<file path="src/rtl/router_ctrl.sv">
// Packet-write FSM for the 1x3 router: decodes the header address, sequences header/payload/parity
// writes into one output FIFO, and stalls the source. Optional per-output timeout under ROUTER_TIMEOUT_EN.
module router_ctrl #(
  parameter int TIMEOUT = 30,
  parameter int TW      = 5
) (
  input  logic       clock,
  input  logic       reset,
  input  logic       pkt_valid,
  input  logic [1:0] data_in,
  input  logic       parity_done,
  input  logic       low_pkt_valid,
  input  logic [2:0] full,
  input  logic [2:0] empty,
  input  logic [2:0] read_enb,
  output logic [2:0] write_enb,
  output logic       fifo_full,
  output logic [2:0] vld_out,
  output logic [2:0] soft_reset,
  output logic       busy,
  output logic       detect_add,
  output logic       lfd_state,
  output logic       ld_state,
  output logic       laf_state,
  output logic       full_state,
  output logic       write_enb_reg,
  output logic       rst_int_reg
);

  typedef enum logic [2:0] {
    DECODE_ADDRESS,
    LOAD_FIRST_DATA,
    LOAD_DATA,
    FIFO_FULL_STATE,
    LOAD_AFTER_FULL,
    LOAD_PARITY,
    CHECK_PARITY_ERROR,
    WAIT_TILL_EMPTY
  } state_t;

  state_t     state, next_state;
  logic [1:0] addr;

  // Address 3 has no FIFO behind it, so it selects nothing.
  function automatic logic pick(input logic [2:0] v, input logic [1:0] a);
    case (a)
      2'd0:    pick = v[0];
      2'd1:    pick = v[1];
      2'd2:    pick = v[2];
      default: pick = 1'b0;
    endcase
  endfunction

  assign vld_out   = ~empty;
  assign fifo_full = pick(full, addr);

  always_ff @(posedge clock) begin
    if (reset) begin
      state <= DECODE_ADDRESS;
      addr  <= 2'd0;
    end else begin
      state <= next_state;
      if (state == DECODE_ADDRESS && pkt_valid && data_in != 2'd3)
        addr <= data_in;
    end
  end

  always_comb begin
    next_state = state;
    case (state)
      DECODE_ADDRESS:
        if (pkt_valid && data_in != 2'd3)
          next_state = pick(empty, data_in) ? LOAD_FIRST_DATA : WAIT_TILL_EMPTY;
      LOAD_FIRST_DATA: next_state = LOAD_DATA;
      LOAD_DATA:
        if (fifo_full)       next_state = FIFO_FULL_STATE;
        else if (!pkt_valid) next_state = LOAD_PARITY;
      FIFO_FULL_STATE:
        if (!fifo_full) next_state = LOAD_AFTER_FULL;
      LOAD_AFTER_FULL:
        if (parity_done)        next_state = DECODE_ADDRESS;
        else if (low_pkt_valid) next_state = LOAD_PARITY;
        else                    next_state = LOAD_DATA;
      LOAD_PARITY:        next_state = CHECK_PARITY_ERROR;
      CHECK_PARITY_ERROR: next_state = fifo_full ? FIFO_FULL_STATE : DECODE_ADDRESS;
      WAIT_TILL_EMPTY:
        if (pick(empty, addr)) next_state = LOAD_FIRST_DATA;
      default: next_state = DECODE_ADDRESS;
    endcase
`ifdef ROUTER_TIMEOUT_EN
    // A timed-out destination abandons whatever packet is in flight.
    if (pick(soft_reset, addr)) next_state = DECODE_ADDRESS;
`endif
  end

  always_comb begin
    detect_add    = (state == DECODE_ADDRESS);
    lfd_state     = (state == LOAD_FIRST_DATA);
    ld_state      = (state == LOAD_DATA);
    laf_state     = (state == LOAD_AFTER_FULL);
    full_state    = (state == FIFO_FULL_STATE);
    rst_int_reg   = (state == CHECK_PARITY_ERROR);
    write_enb_reg = lfd_state || ld_state || laf_state || (state == LOAD_PARITY);
    busy          = !(detect_add || ld_state);
    write_enb     = 3'b000;
    case (addr)
      2'd0:    write_enb[0] = write_enb_reg;
      2'd1:    write_enb[1] = write_enb_reg;
      2'd2:    write_enb[2] = write_enb_reg;
      default: write_enb    = 3'b000;
    endcase
  end

`ifdef ROUTER_TIMEOUT_EN
  logic [TW-1:0] cnt [3];

  // The pulse is registered, so it lands one cycle after the counter reaches TIMEOUT-1.
  always_ff @(posedge clock) begin
    for (int i = 0; i < 3; i++) begin
      if (reset) begin
        cnt[i]        <= '0;
        soft_reset[i] <= 1'b0;
      end else if (vld_out[i] && !read_enb[i]) begin
        if (cnt[i] == TW'(TIMEOUT - 1)) begin
          cnt[i]        <= '0;
          soft_reset[i] <= 1'b1;
        end else begin
          cnt[i]        <= cnt[i] + 1'b1;
          soft_reset[i] <= 1'b0;
        end
      end else begin
        cnt[i]        <= '0;
        soft_reset[i] <= 1'b0;
      end
    end
  end
`else
  assign soft_reset = 3'b000;
`endif

endmodule

</file>
<file path="config.mk">
export PLATFORM = sky130hd
export DESIGN_NAME = router_ctrl
export DESIGN_NICKNAME = d
export VERILOG_FILES = /design/src/rtl/router_ctrl.sv
export SDC_FILE = /design/constraint.sdc
export NUM_CORES = 1
export LEC_CHECK = 0
export CORE_MARGIN = 5
export CORE_UTILIZATION = 35
export CTS_CLUSTER_DIAMETER = 100
export DETAILED_ROUTE_END_ITERATION = 16
export GPL_ROUTABILITY_DRIVEN = 0
export GPL_TIMING_DRIVEN = 0
export PLACE_DENSITY_LB_ADDON = 0.25
export REMOVE_ABC_BUFFERS = 1
export SLEW_MARGIN = 10
export SYNTH_ARGS = -nofsm -noshare
export SYNTH_HDL_FRONTEND = slang
export SYNTH_SLANG_ARGS = --single-unit
</file>
<file path="constraint.sdc">
create_clock -name clock -period 1.9 [get_ports clock]
set_clock_uncertainty 0.1 [all_clocks]
set_input_delay 0.38 -clock clock [delete_from_list [all_inputs] [get_ports clock]]
set_output_delay 0.38 -clock clock [all_outputs]
set_load 0.01 [all_outputs]
</file>
Word level (Yosys, flattened, before mapping)

Cells that the tools add are included.

Register bits: 5
Bits of input ports: 16
Output and inout bits: 18

Eq/ne operators: 16
Multiplexer cells: 19
Bitwise operators: 1
Reductions and logical operators: 12

Operators with widths:

| cell                                                                    | number |
|---|---|
| 3-bit 2-to-1 mux                                                        | 8 |
| 3-bit case mux with 8 select lines                                      | 1 |
| 3-bit == test, second input constant                                    | 4 |
| 1-bit case mux with 3 select lines                                      | 3 |
| 3-bit by 2-bit == test with 1-bit output, second input constant         | 2 |
| 1-bit 2-to-1 mux                                                        | 6 |
| 2-bit inequality test, second input constant                            | 3 |
| 2-bit by 1-bit == test with 1-bit output, second input constant         | 2 |
| 2-bit == test, second input constant                                    | 2 |
| 2-bit zero test                                                         | 2 |
| 1-bit logical OR                                                        | 4 |
| 4-bit AND reduction                                                     | 1 |
| 3-bit by 1-bit == test with 1-bit output, second input constant         | 1 |
| 1-bit logical AND                                                       | 3 |
| 3-bit zero test                                                         | 1 |
| 3-bit inequality test, second input constant                            | 1 |
| 3-bit inverter                                                          | 1 |
| 2-bit 2-to-1 mux                                                        | 1 |
| 2-bit by 1-bit inequality test with 1-bit output, second input constant | 1 |
| 1-bit zero test                                                         | 1 |

Logic depth before layout (Yosys ltp)

Depth after elaboration: 7
Mapped depth: 7

Least setup slack after synthesis

Ideal clock, no wire load.

Path type: register to output
Start: register state[0]
End: output write_enb[1]
Data arrival time: 1.116 ns
Setup slack: 0.304 ns
Cell stages (with the launch flop): 5
Path buffers: 1
Cells stage by stage: dfxtp_1 > buf_2 > nor2_1 > xnor2_1 > nor3b_1

Longest elaborated chain between the ends: 5
Elaborated cells on any way between the ends: 8
Those cells by class: eq/ne (4); mux (1); reduce/logical (3)

RTL lines:

| item                                                                                                        | RTL line | RTL |
|---|---|---|
| start, declared                                                                                             | 41       | `state_t state, next_state;` |
| start signal, assigned                                                                                      | 62       | `state <= next_state;` |
| 3-bit by 1-bit == test with 1-bit output / 3-bit by 2-bit == test with 1-bit output (equally long branches) | 98, 99   |  |
| 1-bit logical OR (2 in a row)                                                                               | 103      | `write_enb_reg = lfd_state \|\| ld_state \|\| laf_state \|\| (state == LOAD_PARITY);` |
| 1-bit logical OR *                                                                                          | 103      |  |
| 1-bit 2-to-1 mux *                                                                                          | 106      | `case (addr)` |
| end, declared                                                                                               | 16       | `output logic [2:0] write_enb,` |

Every way passes the cells marked *; elsewhere a longest branch is shown, timed or not.

Final worst setup path

Start: register state[1]
End: output write_enb[1]

Same word-level chain as after synthesis.

==> flow_metrics.env <==
export IMPL_status="completed"
export IMPL_seq_area_frac_synth_pct=18.5
export IMPL_crit_fanout=8
export IMPL_synth_cells=76
export IMPL_drc=0
export IMPL_nFillCells=144
export IMPL_drive_above_1_share_pct=19.0
export IMPL_area_growth_pct=57.9
export IMPL_clk_pin_slew_worst_paths_ns=0.04
export IMPL_worst_setup_path_type="reg2out"
export IMPL_cts_tree="yes"
export IMPL_clock_path_buffers=2
export IMPL_numPortBuffers=27
export IMPL_dr_pass1_iters=4
export IMPL_finalSetupViolCount=0
export IMPL_grt_setup_unrepaired="false"
export IMPL_peakVddDrop_mv=0.860
export IMPL_vias=618
export IMPL_critical_path_required_ns=1.42
export IMPL_diodes=0
export IMPL_cts_root_buf="clkbuf_4"
export IMPL_yosysTopAreaCellShare_pct=18.5
export IMPL_antenna_found_initial=0
export IMPL_yosysUniqueCellTypes=33
export IMPL_grt_overflow_total=0
export IMPL_clock_sinks=5
export IMPL_worst_slack_ns=0.0723
export IMPL_wire_per_inst_um=12.8
export IMPL_grt_pass1_wl_um=2620
export IMPL_syn_area_per_cell_um2=7.11
export IMPL_worstSetupEndpointType="output port"
export IMPL_p_per_area_mw_per_mm2=1320
export IMPL_worstPathArrival_ns=1.35
export IMPL_cp_start_kind="register"
export IMPL_htree_levels=1
export IMPL_numCtsBuffers=3
export IMPL_layout_worst_path_cycle_share_pct=96.2
export IMPL_ys_ff_latch=5
export IMPL_leakagePower_nw=0.419
export IMPL_core_mm2=0.00149
export IMPL_grt_usage_pct=13.3
export IMPL_via_per_inst=5.11
export IMPL_timing_fmax_mhz=547
export IMPL_drt_total_wl_um=1550
export IMPL_fin_crit_ns=1.83
export IMPL_r2r_start="addr[0]$_SDFFE_PP0P_"
export IMPL_drv_slew=0
export IMPL_yosysWarnings=0
export IMPL_grt_pass1_vias=600
export IMPL_drt_iter0_drc=16
export IMPL_hold_viol_final=0
export IMPL_die_h_um=49.3
export IMPL_pre_cts_slack_ns=-0.319
export IMPL_yosysTopAreaCell="dfxtp_1"
export IMPL_die_area_mm2=0.00243
export IMPL_final_nets=122
export IMPL_min_from="addr[1]$_SDFFE_PP0P_"
export IMPL_yosys_top_cells_area="dfxtp_1 (19%), nor2_1 (8.3%), nor3b_1 (6.9%)"
export IMPL_syn_area_um2=541
export IMPL_clock_latency_ns=0.24
export IMPL_grt_start_max_net_pins=11
export IMPL_die_w_um=49.3
export IMPL_start_util_pct=36.3
export IMPL_ioPinCount=34
export IMPL_hold_path_class="reg2reg"
export IMPL_ant_nets=0
export IMPL_detailed_place_hpwl_um=1120
export IMPL_startpoint="state[1]$_SDFFE_PP0P_"
export IMPL_rows=14
export IMPL_power_total_mw=1.13
export IMPL_cap_violations=0
report_power, final:
group | leakage, nW | internal, mW | total (mW) | switching, mW
logic | 0.361 | 0.400 | 0.763 | 0.363
registers | 0.0431 | 0.160 | 0.246 | 0.0864
clock network | 0.0150 | 0.0791 | 0.119 | 0.0394
total | 0.419 | 0.639 | 1.13 | 0.489
per-layer routing:
metal / vias to the layer above / routed length [µm] / global-route usage [%]
met4: 0 / 9 / 8.07
met3: 2 / 73 / 2.45
met1: 288 / 692 / 16.7
li1: 317 / - / -
met2: 11 / 774 / 20.6
met5: - / 0 / 0
cell usage in the layout, fill, tap and decap left out, types with 2 or more instances in the layout:
cell / synthesis / layout
mux2i_1: 3 / 3
inv_1: 6 / 5
inv_2: 1 / 2
dfxtp_4: 0 / 3
dlygate4sd2_1: 0 / 8
a21oi_1: 2 / 2
nand3b_1: 2 / 2
conb_1: 1 / 3
dlymetal6s2s_1: 0 / 3
dfxtp_1: 5 / 2
clkdlybuf4s50_1: 0 / 13
nand2_1: 6 / 6
clkdlybuf4s15_1: 0 / 2
nand3_1: 2 / 2
nor3_1: 4 / 4
o31ai_1: 2 / 2
buf_4: 4 / 4
nor2_1: 12 / 11
clkbuf_4: 0 / 3
a32o_1: 2 / 2
a31oi_1: 2 / 2
nor3b_1: 5 / 4
cell families after synthesis:
group                     after synthesis  synth area share (%)
muxes                                   3                  5.56
buffers and inverters                  15                  16.9
DFF                                     5                  18.5
other                                   1                 0.694
and+or+nand+nor                        35                  32.9
xor gates and xnor gates                1                  1.62
AOI/OAI and AO/OA                      16                  23.8
per-stage QoR:
stage | cells | setup TNS (ns) | cell area [µm²] | hold WS, ns | utilization [%]
floorplan | 70 | 0 | 483 | 0.349 | -
global placement | 113 | -1.18 | 773 | 0.481 | 51.9
detailed placement | 113 | -1.26 | 773 | 0.484 | 51.9
CTS | 121 | 0 | 845 | 0.491 | 56.7
global route | 121 | 0 | 853 | 0.542 | 57.3
finish | 121 | 0 | 853 | 0.485 | 57.3
state kept, by name (all words and copies together) (netlist names):
signal,flops
addr,2
state,3
cell usage after synthesis (all sizes together):
master and n:
nor2b 1, conb 1, a211o 1, a21oi 2
or2b 1, inv 7, nand2b 1, buf 7
nor2 12, a32o 2, o22ai 1, nand3 2
a31oi 2, dfxtp 5, and2 1, mux2i 3
nand2 6, clkbuf 1, xnor2 1, a21o 1
nor3b 5, o2bb2ai 1, o21a 2, a22oi 1
nor3 4, nand3b 2, o31ai 2, o211a 1
critical path: stages (launching register included):
cell and delay [ns]:
dfxtp_4 0.39, inv_2 0.09, xnor2_2 0.17, nor3b_1 0.20, clkdlybuf4s15_1 0.26
repair_timing:
| action | in CTS | in global routing |
|---|---|---|
| pin swaps | 2 | 1 |
| endpoints found under the setup margin | 15 | 6 |
| hold buffers | 0 | 0 |
| resized for setup | 23 | 7 |
| setup buffers | 4 | 0 |
final timing paths:
path	endpoint	slack, ns	cells past startpoint
max	write_enb[1]	0.07	4
min	addr[1]$_SDFFE_PP0P_	0.49	2
max reg2reg	state[2]$_SDFFE_PP0P_	0.18	6
min reg2reg	addr[1]$_SDFFE_PP0P_	0.49	2
final cells by class:
type	count	area (µm²)	area share, %
multi-input combinational	58	377	44.1
sequential	5	111	13.0
inverter	7	26.3	3.08
clock buffer	4	26.3	3.08
timing repair buffer	31	293	34.3
tap	16	20.0	2.35
(Power assumes the default switching activity.)
